===== src/rtl/ws_led_capture.sv =====
// WS2812 daisy-chain receiver: skips a programmable number of LED words after
// each latch/reset, captures the next word, then passes the rest downstream.
module ws_led_capture #(
    parameter int DATA_W = 24,
    parameter int SKIP_W = 8,
    parameter int CNT_W  = 16
) (
    input  logic              i_clk,
    input  logic              i_reset_n,
    input  logic              i_valid,
    input  logic              i_bit,
    input  logic              i_treset,
    input  logic [SKIP_W-1:0] i_skip,
    output logic [DATA_W-1:0] o_led_data,
    output logic              o_data_valid,
    output logic              o_passthru_en,
    output logic [CNT_W-1:0]  o_led_count
);

    localparam int BC_W = $clog2(DATA_W);
    localparam logic [BC_W-1:0] LAST_BIT = BC_W'(DATA_W - 1);

    typedef enum logic [1:0] {
        ST_SKIP     = 2'd0,
        ST_CAPTURE  = 2'd1,
        ST_PASSTHRU = 2'd2
    } state_t;

    state_t              state_q, state_d;
    logic [SKIP_W-1:0]   skip_q, skip_d;
    logic [BC_W-1:0]     bit_cnt_q, bit_cnt_d;
    logic [SKIP_W-1:0]   led_cnt_q, led_cnt_d;
    logic [DATA_W-1:0]   shift_q, shift_d;
    logic [DATA_W-1:0]   led_data_q, led_data_d;
    logic                data_valid_q, data_valid_d;
    logic [CNT_W-1:0]    led_count_q, led_count_d;

    logic                accept;
    logic                word_done;
    logic [SKIP_W-1:0]   led_cnt_inc;

    // A bit coincident with i_treset belongs to no frame and is dropped.
    assign accept      = i_valid & ~i_treset;
    assign word_done   = accept && (bit_cnt_q == LAST_BIT);
    assign led_cnt_inc = led_cnt_q + 1'b1;

    always_comb begin
        state_d      = state_q;
        skip_d       = skip_q;
        bit_cnt_d    = bit_cnt_q;
        led_cnt_d    = led_cnt_q;
        shift_d      = shift_q;
        led_data_d   = led_data_q;
        data_valid_d = 1'b0;
        led_count_d  = led_count_q;

        if (i_treset) begin
            skip_d      = i_skip;
            bit_cnt_d   = '0;
            led_cnt_d   = '0;
            shift_d     = '0;
            led_count_d = '0;
            state_d     = (i_skip != '0) ? ST_SKIP : ST_CAPTURE;
        end else begin
            if (accept) begin
                bit_cnt_d = word_done ? '0 : bit_cnt_q + 1'b1;
            end
            if (word_done && (led_count_q != '1)) begin
                led_count_d = led_count_q + 1'b1;
            end

            case (state_q)
                ST_SKIP: begin
                    if (word_done) begin
                        led_cnt_d = led_cnt_inc;
                        if (led_cnt_inc == skip_q) begin
                            state_d = ST_CAPTURE;
                        end
                    end
                end
                ST_CAPTURE: begin
                    if (accept) begin
                        shift_d = {shift_q[DATA_W-2:0], i_bit};
                    end
                    if (word_done) begin
                        led_data_d   = {shift_q[DATA_W-2:0], i_bit};
                        data_valid_d = 1'b1;
                        state_d      = ST_PASSTHRU;
                    end
                end
                ST_PASSTHRU: begin
                    state_d = ST_PASSTHRU;
                end
                default: begin
                    state_d = ST_CAPTURE;
                end
            endcase
        end
    end

    always_ff @(posedge i_clk or negedge i_reset_n) begin
        if (!i_reset_n) begin
            state_q      <= ST_CAPTURE;
            skip_q       <= '0;
            bit_cnt_q    <= '0;
            led_cnt_q    <= '0;
            shift_q      <= '0;
            led_data_q   <= '0;
            data_valid_q <= 1'b0;
            led_count_q  <= '0;
        end else begin
            state_q      <= state_d;
            skip_q       <= skip_d;
            bit_cnt_q    <= bit_cnt_d;
            led_cnt_q    <= led_cnt_d;
            shift_q      <= shift_d;
            led_data_q   <= led_data_d;
            data_valid_q <= data_valid_d;
            led_count_q  <= led_count_d;
        end
    end

    assign o_led_data    = led_data_q;
    assign o_data_valid  = data_valid_q;
    assign o_led_count   = led_count_q;
    assign o_passthru_en = (state_q == ST_SKIP) || (state_q == ST_PASSTHRU);

endmodule


===== config.mk =====
export PLATFORM = sky130hd
export DESIGN_NAME = ws_led_capture
export DESIGN_NICKNAME = d
export VERILOG_FILES = /design/src/rtl/ws_led_capture.sv
export SDC_FILE = /design/constraint.sdc
export NUM_CORES = 1
export LEC_CHECK = 0
export BUFFER_PORTS_ARGS = -buffer_cell sky130_fd_sc_hd__buf_2
export CORE_ASPECT_RATIO = 0.9
export CORE_MARGIN = 2
export CORE_UTILIZATION = 35
export DETAILED_ROUTE_END_ITERATION = 7
export GPL_ROUTABILITY_DRIVEN = 0
export PLACE_DENSITY = 0.61
export SLEW_MARGIN = 20
export SYNTH_ARGS = -nofsm -noshare
export SYNTH_HDL_FRONTEND = slang
export SYNTH_SLANG_ARGS = --single-unit

===== constraint.sdc =====
create_clock -name i_clk -period 3 [get_ports i_clk]
set_clock_uncertainty 0.2 [all_clocks]
set_input_delay 0.3 -clock i_clk [delete_from_list [all_inputs] [get_ports i_clk]]
set_output_delay 0.3 -clock i_clk [all_outputs]
set_load 0.05 [all_outputs]

==> impl_metrics.toml <==
[timing]
fin_ws_ns = 0.6727
worst_pin_slew_ns = 0.7914
finalSetupViolCount = 0
fin_crit_ns = 2.327
tns_ns = 0
drv_slew = 0
rsz0062_at_grt = "no"
maxSlewHeadroom_pct = 47.11
whs_ns = 0.01328
hold_viol_final = 0
max_freq_ghz = 0.4297
finalCritPeriodShare_pct = 77.58

[cells_and_area]
area_growth_pct = 18.88
fin_area_um2 = 4766
num_antenna_cells = 0
final_util_pct = 42.19
layout.nets = 451
drive_gt1_share_pct = 22.88
fillerInstances = 1095

[clocking]
cts.htree.levels = 3
clockRootBuffer = "clkbuf_16"
clock_latency_ns = 0.34
cts_sinks = 87
post_cts_buffers = 0
cts_tree = "built"
clock_path_buffers = 2
clkTransAtPathRegs_ns = 0.06
cts_buffers = 9

[logic_synthesis]
synth_cell_types = 42
seq_area_frac_synth_pct = 54.34
avgSynthCellArea_um2 = 10.61
ys_ff_latch = 87
synth_edf_count = 0
yosysWarningCount = 0
synth_flop_cell = "dfrtp_1"
synth_nets = 397
syn_inst = 378
async_flop_share_pct = 100.0
netlist_area_um2 = 4009

[worst_setup_path]
reg2reg_slack_ns = 0.67
cp_max_fo = 7
critPathLaunchType = "register"
critPathCaptureType = "register"
criticalPathCategory = "reg -> reg"
critical_path_required_ns = 3.01
critPathArrivalTime_ns = 2.34

[pwr]
cellPowerDensity_nw_per_um2 = 567.1
vdd_ir_drop_max_mv = 0.2281
leakagePower_nw = 2.244

[route]
via_per_inst = 4.904
wl_um = 8123
firstDrtPassIters = 5
drt_iter0_markers = 182
wire_per_inst_um = 13.70
antenna_left = 0
dr_total_vias = 2908
remaining_drc_errors = 0

[grt]
grt_usage_pct = 14.21
grt_pass1_vias = 2887
grt_max_degree = 56
antenna_found_initial = 0
grt-ovfl-total = 0
grt_pass1_wl_um = 13920

[place]
dp_hpwl_um = 5457
place_ws_ns = 0.7209
placed_area_um2 = 4429
io_buffers = 54

[floorplan]
rows = 37
die_w_um = 116.8
initial_core_util_pct = 35.49
die_area_um2 = 12330
die_h_um = 105.5
ios = 55
coreArea_um2 = 11300

[worst_hold_path]
hold_path_class = "in -> reg"

[outcome]
outcome = "completed"

[flow_run]
cap_violations = 0
[per-layer routing]
| metal | vias to the layer above | global-route usage [%] | wire, um |
|---|---|---|---|
| met5 | - | 0 | 0 |
| li1 | 1418 | - | - |
| met4 | 0 | 4.790 | 126 |
| met3 | 13 | 4.083 | 363 |
| met1 | 1411 | 19.27 | 3943 |
| met2 | 66 | 21.80 | 3690 |
[cells by family (layout without fill, tap and decap cells)]
logic type | count (synthesis) | in the layout | share of synthesized area, %
muxes | 36 | 36 | 10.02
xor gates and xnor gates | 22 | 22 | 4.806
DFF | 87 | 87 | 54.34
adders and majority gates | 6 | 6 | 1.873
and+or+nand+nor | 134 | 134 | 16.67
AOI/OAI and AO/OA | 63 | 63 | 9.239
buffers and inverters | 30 | 89 | 3.058
[through the flow]
step                      power [mW]  std cells
final                          2.703        593
after global routing           2.808        593
after CTS                      2.734        593
after detailed placement       1.588        574
after global placement         1.579        574
after floorplan                1.477        378
[power by group]
group / internal, mW / switching [mW] / leakage [nW] / total, mW
Sequential: 1.21 / 0.0190 / 1.19 / 1.22
Combinational: 0.105 / 0.235 / 0.896 / 0.340
Clock: 0.689 / 0.449 / 0.156 / 1.14
[worst max-delay path: stages (launching register included)]
cell and delay [ns]:
dfrtp_1 0.44, ha_1 0.34, nand3_2 0.15, or3_1 0.39, a2111oi_2 0.36, a31oi_1 0.19, mux2i_1 0.14
[Yosys cell counts, types with 4 or more instances]
cell | number | area, um^2
nor2_1 | 24 | 90.09
nor4_1 | 7 | 43.79
a21oi_1 | 30 | 150.1
buf_2 | 5 | 25.02
nand2_1 | 57 | 214.0
ha_1 | 6 | 75.07
dfrtp_1 | 86 | 2152
clkbuf_1 | 12 | 45.04
nand4_1 | 4 | 25.02
mux2_1 | 19 | 214.0
inv_1 | 12 | 45.04
a211oi_1 | 5 | 37.54
o21ai_0 | 15 | 75.07
and3_1 | 4 | 25.02
xor2_1 | 4 | 35.03
xnor2_1 | 18 | 157.7
nand3_1 | 11 | 55.05
a31oi_1 | 6 | 37.54
nor3_1 | 5 | 25.02
or3_1 | 4 | 25.02
mux2_2 | 14 | 157.7
[final cells by class]
type	count	area, um^2	area share, %
clock inverter	5	53.80	1.129
timing repair buffer	61	332.8	6.983
multi-input combinational	261	1708	35.84
clock buffer	11	252.7	5.303
sequential	87	2178	45.71
tap	156	195.2	4.096
inverter	12	45.04	0.9451
[worst paths after layout]
kind | start | end | depth (start not counted)
setup / recovery | led_cnt_q[0]$_DFFE_PN0P_ | state_q[1]$_DFFE_PN0P_ | 6
hold / removal | i_skip[1] | skip_q[1]$_DFFE_PN0P_ | 2
setup reg to reg | led_cnt_q[0]$_DFFE_PN0P_ | state_q[1]$_DFFE_PN0P_ | 6
hold reg to reg | o_led_data[20]$_DFFE_PN0P_ | o_led_data[20]$_DFFE_PN0P_ | 1
max in group asynchronous | i_reset_n | shift_q[9]$_DFFE_PN0P_ | 3
min in group asynchronous | i_reset_n | o_led_data[16]$_DFFE_PN0P_ | 2
[state kept, by name, summed over array words and instances, names as in the netlist]
register,flops
o_data_valid,1
skip_q,8
bit_cnt_q,5
o_led_count,16
shift_q,23
led_cnt_q,8
state_q,2
o_led_data,24
[repair_timing]
item | in CTS | in global routing
hold buffers | 3 | 0
resized for setup | 0 | 0
endpoints found under the hold margin | 50 | 0
[placed cells by master (no fill, tap or decap), drive strengths merged, types with 4 or more instances in the layout]
master	instances
mux2	33
buf	58
nor3	6
o21ai	15
nand3	12
a31oi	6
xor2	4
a21oi	30
xnor2	18
or3	4
nor4	8
nor2	24
dfrtp	86
nand2	58
clkbuf	11
inv	13
and3	4
a211oi	5
nand4	6
ha	6
No activity file was read; power rests on OpenSTA's default activity.
